--- config.mk ---
export PLATFORM = sky130hd
export DESIGN_NAME = piece_queue
export DESIGN_NICKNAME = d
export VERILOG_FILES = /design/src/rtl/tetris_pkg.sv /design/src/rtl/piece_shift_q.sv /design/src/rtl/piece_queue.sv
export SDC_FILE = /design/constraint.sdc
export NUM_CORES = 1
export LEC_CHECK = 0
export CORE_ASPECT_RATIO = 2
export CORE_UTILIZATION = 43
export DETAILED_ROUTE_END_ITERATION = 8
export GPL_TIMING_DRIVEN = 1
export PLACE_DENSITY = 0.71
export SLEW_MARGIN = 10
export SYNTH_ARGS = -nofsm -noshare
export SYNTH_HDL_FRONTEND = slang
export SYNTH_SLANG_ARGS = --single-unit
--- constraint.sdc ---
create_clock -name clka -period 1.95 [get_ports clka]
set_clock_uncertainty 0.05 [all_clocks]
set_input_delay 0.39 -clock clka [delete_from_list [all_inputs] [get_ports clka]]
set_output_delay 0.39 -clock clka [all_outputs]
set_load 0.005 [all_outputs]
--- src/rtl/tetris_pkg.sv ---
// Shared tetris datapath types: piece IDs, queue FSM states and the anti-repeat helper.
package tetris_pkg;

    localparam int unsigned PIECE_W = 2;
    localparam int unsigned CNT_W   = 16;

    localparam logic [PIECE_W-1:0] PIECE_I = PIECE_W'(0);
    localparam logic [PIECE_W-1:0] PIECE_O = PIECE_W'(1);
    localparam logic [PIECE_W-1:0] PIECE_T = PIECE_W'(2);
    localparam logic [PIECE_W-1:0] PIECE_L = PIECE_W'(3);

    typedef enum logic {
        ST_FILL  = 1'b0,
        ST_READY = 1'b1
    } state_t;

    // Bump a sample that would repeat the previous push; the first push after restart passes through.
    function automatic logic [PIECE_W-1:0] anti_repeat(
        input logic [PIECE_W-1:0] sample,
        input logic [PIECE_W-1:0] last,
        input logic               bypass
    );
        return (!bypass && (sample == last)) ? sample + PIECE_W'(1) : sample;
    endfunction

endpackage

--- src/rtl/piece_shift_q.sv ---
// DEPTH+1 entry piece shift register: push pops the head and appends at the tail, load_head overwrites the head.
module piece_shift_q
    import tetris_pkg::*;
#(
    parameter int unsigned DEPTH = 3
) (
    input  logic                           i_clk,
    input  logic                           i_rst,
    input  logic                           i_push,
    input  logic [PIECE_W-1:0]             i_push_val,
    input  logic                           i_load_head,
    input  logic [PIECE_W-1:0]             i_head_val,
    output logic [(DEPTH+1)*PIECE_W-1:0]   o_entries,
    output logic [PIECE_W-1:0]             o_last
);

    localparam int unsigned Q_W = (DEPTH + 1) * PIECE_W;

    // Entry 0 (head) lives in the low bits, the tail in the high bits.
    logic [Q_W-1:0] r_q;

    always_ff @(posedge i_clk) begin
        if (i_rst) begin
            r_q <= '0;
        end else if (i_push) begin
            r_q <= {i_push_val, r_q[Q_W-1:PIECE_W]};
        end else if (i_load_head) begin
            r_q[PIECE_W-1:0] <= i_head_val;
        end
    end

    assign o_entries = r_q;
    assign o_last    = r_q[Q_W-1 -: PIECE_W];

endmodule

--- src/rtl/piece_queue.sv ---
// Next-piece preview queue with anti-repeat filter, valid/take head handshake and once-per-piece hold slot.
module piece_queue
    import tetris_pkg::*;
#(
    parameter int unsigned DEPTH = 3
) (
    input  logic                    clka,
    input  logic                    restart,
    input  logic [PIECE_W-1:0]      random,
    input  logic                    take,
    input  logic                    hold_req,
    output logic [PIECE_W-1:0]      piece_out,
    output logic                    piece_valid,
    output logic [DEPTH*PIECE_W-1:0] preview,
    output logic [PIECE_W-1:0]      hold_piece,
    output logic                    hold_valid,
    output logic [CNT_W-1:0]        piece_count
);

    localparam int unsigned ENT    = DEPTH + 1;
    localparam int unsigned FILL_W = $clog2(ENT);

    state_t                    r_state;
    state_t                    w_state_nxt;
    logic [FILL_W-1:0]         r_fill_cnt;
    logic                      r_piece_valid;
    logic [PIECE_W-1:0]        r_hold_piece;
    logic                      r_hold_valid;
    logic                      r_hold_used;
    logic [CNT_W-1:0]          r_piece_count;

    logic                      w_push;
    logic                      w_load_head;
    logic                      w_take_acc;
    logic                      w_hold_cap;
    logic                      w_swap;
    logic                      w_first;
    logic [PIECE_W-1:0]        w_sample;
    logic [PIECE_W-1:0]        w_last;
    logic [PIECE_W-1:0]        w_head;
    logic [ENT*PIECE_W-1:0]    w_entries;

    piece_shift_q #(.DEPTH(DEPTH)) u_shift_q (
        .i_clk       (clka),
        .i_rst       (restart),
        .i_push      (w_push),
        .i_push_val  (w_sample),
        .i_load_head (w_load_head),
        .i_head_val  (r_hold_piece),
        .o_entries   (w_entries),
        .o_last      (w_last)
    );

    assign w_head   = w_entries[PIECE_W-1:0];
    assign w_first  = (r_state == ST_FILL) && (r_fill_cnt == '0);
    assign w_sample = anti_repeat(random, w_last, w_first);

    always_ff @(posedge clka) begin
        if (restart) begin
            r_state <= ST_FILL;
        end else begin
            r_state <= w_state_nxt;
        end
    end

    // Next state and per-cycle queue/hold actions; take beats hold_req, FILL ignores both.
    always_comb begin
        w_state_nxt = r_state;
        w_push      = 1'b0;
        w_load_head = 1'b0;
        w_take_acc  = 1'b0;
        w_hold_cap  = 1'b0;
        w_swap      = 1'b0;
        case (r_state)
            ST_FILL: begin
                w_push = 1'b1;
                if (r_fill_cnt == FILL_W'(DEPTH)) begin
                    w_state_nxt = ST_READY;
                end
            end
            ST_READY: begin
                if (take) begin
                    w_push     = 1'b1;
                    w_take_acc = 1'b1;
                end else if (hold_req && !r_hold_used) begin
                    if (!r_hold_valid) begin
                        w_hold_cap = 1'b1;
                        w_push     = 1'b1;
                    end else begin
                        w_swap      = 1'b1;
                        w_load_head = 1'b1;
                    end
                end
            end
            default: w_state_nxt = ST_FILL;
        endcase
    end

    always_ff @(posedge clka) begin
        if (restart) begin
            r_fill_cnt    <= '0;
            r_piece_valid <= 1'b0;
            r_hold_piece  <= PIECE_I;
            r_hold_valid  <= 1'b0;
            r_hold_used   <= 1'b0;
            r_piece_count <= '0;
        end else begin
            if (r_state == ST_FILL) begin
                r_fill_cnt <= r_fill_cnt + FILL_W'(1);
            end
            r_piece_valid <= (w_state_nxt == ST_READY);
            if (w_take_acc) begin
                r_piece_count <= r_piece_count + CNT_W'(1);
                r_hold_used   <= 1'b0;
            end
            if (w_hold_cap || w_swap) begin
                r_hold_piece <= w_head;
                r_hold_valid <= 1'b1;
                r_hold_used  <= 1'b1;
            end
        end
    end

    assign piece_out   = w_head;
    assign preview     = w_entries[ENT*PIECE_W-1:PIECE_W];
    assign piece_valid = r_piece_valid;
    assign hold_piece  = r_hold_piece;
    assign hold_valid  = r_hold_valid;
    assign piece_count = r_piece_count;

endmodule

==> results of run 1 <==
## cell type report
class	count	area [sq um]
Sequential cell	31	621
Clock inverter	1	5.00
Clock buffer	6	82.6
Tap cell	30	37.5
Timing Repair Buffer	40	383
Fill cell	254	1130
Multi-Input combinational cell	110	744
Inverter	3	11.3
## power by group through the flow
| stage | sequential, mW | clock (mW) | combinational (mW) |
|---|---|---|---|
| finish | 0.690 | 0.511 | 0.157 |
| global route | 0.695 | 0.546 | 0.179 |
| CTS | 0.691 | 0.527 | 0.160 |
| detailed placement | 0.705 | 0 | 0.159 |
| global placement | 0.702 | 0 | 0.152 |
| floorplan | 0.698 | 0 | 0.0869 |
## flip-flops by register name (all words and copies together) (netlist names)
name,count
hold_valid,1
r_fill_cnt,2
hold_piece,2
r_hold_used,1
piece_count,16
piece_valid,1
u_shift_q.o_entries,8
## path summary, 6_finish.rpt
| kind | start | endpoint | slack (ns) | cells past startpoint |
|---|---|---|---|---|
| setup / recovery | piece_valid$_SDFF_PP0_ | piece_valid | 0.16 | 1 |
| hold / removal | u_shift_q.o_entries[3]$_SDFFE_PP0P_ | u_shift_q.o_entries[1]$_SDFFE_PP0P_ | 0.46 | 2 |
| setup reg to reg | piece_count[3]$_SDFFE_PP0P_ | piece_count[10]$_SDFFE_PP0P_ | 0.32 | 4 |
| hold reg to reg | u_shift_q.o_entries[3]$_SDFFE_PP0P_ | u_shift_q.o_entries[1]$_SDFFE_PP0P_ | 0.46 | 2 |
## tightest hold or removal path: cells and delay by family (launching register included)
kind	cells	cell delay (ns)
simple gates	1	0.06
flops	1	0.32
compound gates	1	0.08
## cells in the mapped netlist
master / count
dfxtp_1: 31
nor2_1: 27
nand2_1: 11
nand3_1: 8
mux2i_1: 7
xor2_1: 7
a21oi_1: 6
xnor2_1: 6
a311oi_1: 3
clkbuf_1: 3
ha_1: 3
inv_1: 3
nor2b_1: 3
nor3_1: 3
o21ai_0: 3
nand4_1: 2
nor3b_1: 2
a211oi_1: 1
and2b_4: 1
and3_1: 1
and4_1: 1
and4_2: 1
and4bb_2: 1
buf_4: 1
mux2_1: 1
mux2_4: 1
nand2b_1: 1
nand3_4: 1
nand4_4: 1
nor4_4: 1
nor4b_2: 1
o21ai_2: 1
o21bai_1: 1
o31ai_1: 1
or3_1: 1
or3_2: 1
or4_1: 1
## through the flow
stage	TNS, ns	utilization, %	hold WS (ns)
after floorplan	0	-	0.431
after global routing	0	62.5	0.492
after CTS	0	62.5	0.463
after detailed placement	-0.348	59.6	0.455
final	0	62.5	0.457
after global placement	-0.153	59.6	0.434
## kinds of logic (layout without fill, tap and decap cells)
logic type | Yosys count | after routing | synth area share, %
AND/OR/NAND/NOR | 69 | 69 | 28.3
flip-flops | 31 | 31 | 44.5
AO/OA/AOI/OAI | 16 | 16 | 7.36
XOR/XNOR | 13 | 13 | 8.16
multiplexers | 9 | 9 | 6.91
buffers and inverters | 7 | 50 | 2.15
adder cells (fa/ha/maj) | 3 | 3 | 2.69
## layer usage
| metal | up-vias | share of wire [%] | track usage, % | routed length, um |
|---|---|---|---|---|
| met3 | 13 | 4.2 | 5.00 | 132 |
| met1 | 568 | 35 | 18.3 | 1110 |
| met4 | 0 | 4.2 | 14.7 | 133 |
| li1 | 594 | - | - | - |
| met5 | - | 0 | 0 | 0 |
| met2 | 34 | 56 | 40.0 | 1770 |
==> flow_metrics.env, run 1 <==
export IMPL_netlist_area_sq_um=1400
export IMPL_antenna_found_initial=0
export IMPL_clockBufferDepth=2
export IMPL_hpwl_um=2430
export IMPL_p_int_mw=1.02
export IMPL_syn_num_nets=157
export IMPL_cp_end_kind="output port"
export IMPL_cp_top_family="buffers and inverters"
export IMPL_grt_ovfl_total=0
export IMPL_powerDensity_nw_per_um2=721
export IMPL_drive_gt1_share_pct=12.6
export IMPL_grt_max_degree=15
export IMPL_worstHoldPathType="register to register"
export IMPL_area_growth_pct=35.1
export IMPL_synth_top_cell_area_share_pct=44.5
export IMPL_cts_root_buf="clkbuf_8"
export IMPL_vias_per_cell=5.47
export IMPL_worst_slack_ns=0.160
export IMPL_ioPinCount=34
export IMPL_post_cts_setup_buffers=0
export IMPL_gp_congestion=0.831
export IMPL_leakagePower_nw=0.730
export IMPL_dieArea_sq_um=3490
export IMPL_crit_chain="clkdlybuf4s50_1"
export IMPL_syn_area_per_cell_sq_um=9.43
export IMPL_ys_seq_area_share_pct=44.5
export IMPL_final_common_cell="clkdlybuf4s50_1"
export IMPL_cp_required_ns=1.51
export IMPL_grt_pass1_vias=1233
export IMPL_ys_warn_count=0
export IMPL_htreeDepth=2
export IMPL_cp_buffers_inverters=1
export IMPL_p_total_mw=1.36
export IMPL_max_vdd_ir_drop_mv=0.637
export IMPL_fin_area_sq_um=1880
export IMPL_postRouteAntennaNets=0
export IMPL_gr_usage_all_layers_pct=20.9
export IMPL_slew_headroom_pct=72.4
export IMPL_p_clk_share_pct=37.7
export IMPL_cts_clk_slew_worst_paths_ns=0.07
export IMPL_routedWlPerCell_um=14.2
export IMPL_max_freq_mhz=559
export IMPL_cts_buffers=5
export IMPL_drt_iter0_markers=13
export IMPL_cp_start_kind="register"
export IMPL_yosys_top_cells_area="dfxtp_1 (44%), nor2_1 (7.3%), mux2i_1 (5.0%)"
export IMPL_clk_latency_ns=0.29
export IMPL_rsz0062_at_grt="false"
export IMPL_hold_violations=0
export IMPL_synth_cell_types=37
export IMPL_die_x_um=42.3
export IMPL_final_nets=200
export IMPL_cts_hold_buf=0
export IMPL_diodes=0
export IMPL_drv_slew=0
export IMPL_critical_path_arrival_ns=1.35
export IMPL_syn_inst=148
export IMPL_layout_common_cells="clkdlybuf4s50_1 (33), dfxtp_1 (31), nor2_1 (27)"
export IMPL_place_inst=214
export IMPL_coreArea_sq_um=3010
export IMPL_cpPeakStageDelay_ns=0.57
export IMPL_setup_viol=0
export IMPL_slowest_stage="clkdlybuf4s50_1"
export IMPL_drc=0
export IMPL_crit_type="register to output port"
export IMPL_crit_fanout=6
export IMPL_grt_pass1_wl_um=5400
export IMPL_fp_dieH_um=82.6
export IMPL_cts_tree="done"
export IMPL_worstMarginPinSlew_ns=0.413
export IMPL_seq_power_share_pct=50.8
export IMPL_clock_sinks=31
export IMPL_ys_seq_elements=31
export IMPL_dr_pass1_iters=6
export IMPL_switching_share_pct=24.7
export IMPL_cts_resized=0
export IMPL_comb_power_share_pct=11.6
export IMPL_place_area_sq_um=1800
export IMPL_post_route_period_util_pct=91.8
export IMPL_power_switching_mw=0.336
export IMPL_finalCriticalPeriod_ns=1.79
export IMPL_start_util_pct=46.3
export IMPL_vias=1209
export IMPL_synth_top_area_cell="dfxtp_1"
export IMPL_max_cap_viol_count=0
export IMPL_drt_total_wl_um=3150
export IMPL_outcome="finished, final reports clean"
export IMPL_portBuffers=33
export IMPL_row_count=28
export IMPL_pre_cts_slack_ns=-0.101
export IMPL_final_cell_count_no_fill=221
Power figures use the tool's default switching activity.
==> run 2, diff against run 1 <==
- DONT_BUFFER_PORTS: default -> 1
- PLACE_DENSITY: 0.71 -> default
==> flow_metrics.env, run 2 (synthesis results as in run 1) <==
export IMPL_outcome="finished, final reports clean"
export IMPL_worstMarginPinSlew_ns=0.425
export IMPL_die_x_um=42.3
export IMPL_cp_top_family="simple AND/OR/NAND/NOR gates"
export IMPL_crit_type="register to register"
export IMPL_cts_buffers=5
export IMPL_grt_pass1_wl_um=4730
export IMPL_crit_chain="nand2_1 > nor4_4 > nand3_1 > mux2_4"
export IMPL_drc=0
export IMPL_grt_use_met3_pct=5.00
export IMPL_worst_slack_ns=0.345
export IMPL_setup_viol=0
export IMPL_max_cap_viol_count=0
export IMPL_htreeDepth=2
export IMPL_cts_resized=0
export IMPL_cpPeakStageDelay_ns=0.42
export IMPL_max_freq_mhz=623
export IMPL_cts_root_buf="clkbuf_8"
export IMPL_gp_congestion=0.731
export IMPL_post_cts_setup_buffers=0
export IMPL_clk_latency_ns=0.28
export IMPL_gr_usage_all_layers_pct=18.0
export IMPL_p_total_mw=1.26
export IMPL_final_common_cell="dfxtp_1"
export IMPL_hpwl_um=1970
export IMPL_cp_end_kind="register"
export IMPL_grtUsageMet2_pct=31.2
export IMPL_clockBufferDepth=2
export IMPL_layout_common_cells="dfxtp_1 (31), nor2_1 (27), nand2_1 (11)"
export IMPL_place_area_sq_um=1430
export IMPL_gr_max_usage_layer="met2"
export IMPL_final_nets=162
export IMPL_diodes=0
export IMPL_grt_pass1_vias=1095
export IMPL_drv_slew=0
export IMPL_dr_pass1_iters=4
export IMPL_final_cell_count_no_fill=184
export IMPL_rsz0062_at_grt="false"
export IMPL_routedWlPerCell_um=14.7
export IMPL_vias=1071
export IMPL_drive_gt1_share_pct=11.7
export IMPL_row_count=28
export IMPL_leakagePower_nw=0.586
export IMPL_worstHoldPathType="input port to register"
export IMPL_fp_dieH_um=82.6
export IMPL_cp_buffers_inverters=0
export IMPL_start_util_pct=46.3
export IMPL_place_inst=176
export IMPL_drt_iter0_markers=6
export IMPL_holdPathStages=1
export IMPL_slowest_stage="dfxtp_1"
export IMPL_cts_hold_buf=0
export IMPL_grt_ovfl_total=0
export IMPL_cp_start_kind="register"
export IMPL_largest_reg_flops=16
export IMPL_portBuffers=0
export IMPL_postRouteAntennaNets=0
export IMPL_final_util_pct=50.1
export IMPL_area_growth_pct=8.25
export IMPL_finalCriticalPeriod_ns=1.61
export IMPL_timing_setup_tns_ns=0
export IMPL_cts_tree="done"
export IMPL_grt_max_degree=34
export IMPL_vias_per_cell=5.82
export IMPL_cts_clk_slew_worst_paths_ns=0.06
export IMPL_fin_area_sq_um=1510
export IMPL_slew_headroom_pct=71.7
export IMPL_use_met1_pct=17.8
export IMPL_ioPinCount=34
export IMPL_pre_cts_slack_ns=0.348
export IMPL_powerDensity_nw_per_um2=836
export IMPL_dieArea_sq_um=3490
export IMPL_clock_sinks=31
export IMPL_drt_total_wl_um=2710
export IMPL_worst_path_stages=4
export IMPL_post_route_period_util_pct=82.3
export IMPL_hold_ws_ns=0.126
export IMPL_hold_violations=0
export IMPL_crit_fanout=7
export IMPL_worstRegToRegCells=4
export IMPL_antenna_found_initial=0
export IMPL_critical_path_arrival_ns=1.73
export IMPL_cp_required_ns=2.07
export IMPL_coreArea_sq_um=3010
export IMPL_max_vdd_ir_drop_mv=0.507
-- run 2: cell types whose count changed in the layout (fill, tap and decap cells not counted) --
| cell | change |
|---|---|
| buf_4 | -5 |
| clkbuf_1 | +2 |
| clkbuf_8 | -1 |
| clkdlybuf4s50_1 | -33 |
-- run 2: report_power, final --
| group | internal [mW] | switching, mW |
|---|---|---|
| Combinational | 0.0460 | 0.0477 |
| Sequential | 0.661 | 0.0314 |
| Clock | 0.250 | 0.227 |
| Total | 0.957 | 0.306 |
-- run 2: worst paths after layout --
path              slack [ns]                   startpoint                           end
hold reg to reg         0.46     r_hold_used$_SDFFE_PP0P_      r_hold_used$_SDFFE_PP0P_
setup / recovery        0.34  piece_count[0]$_SDFFE_PP0P_  piece_count[13]$_SDFFE_PP0P_
setup reg to reg        0.34  piece_count[0]$_SDFFE_PP0P_  piece_count[13]$_SDFFE_PP0P_
hold / removal          0.13                      restart  piece_count[12]$_SDFFE_PP0P_
-- run 2: area by class of cell --
type	count	area [sq um]
Clock inverter	1	5.00
Multi-Input combinational cell	110	744
Timing Repair Buffer	2	15.0
Tap cell	30	37.5
Sequential cell	31	621
Inverter	3	11.3
Clock buffer	7	76.3
Fill cell	291	1500
-- run 2: layer usage --
metal	up-vias	wire [um]	part of all wire [%]
li1	522	-	-
met1	506	988	37
met2	32	1470	54
met3	11	133	4.9
met4	0	114	4.2
met5	-	0	0
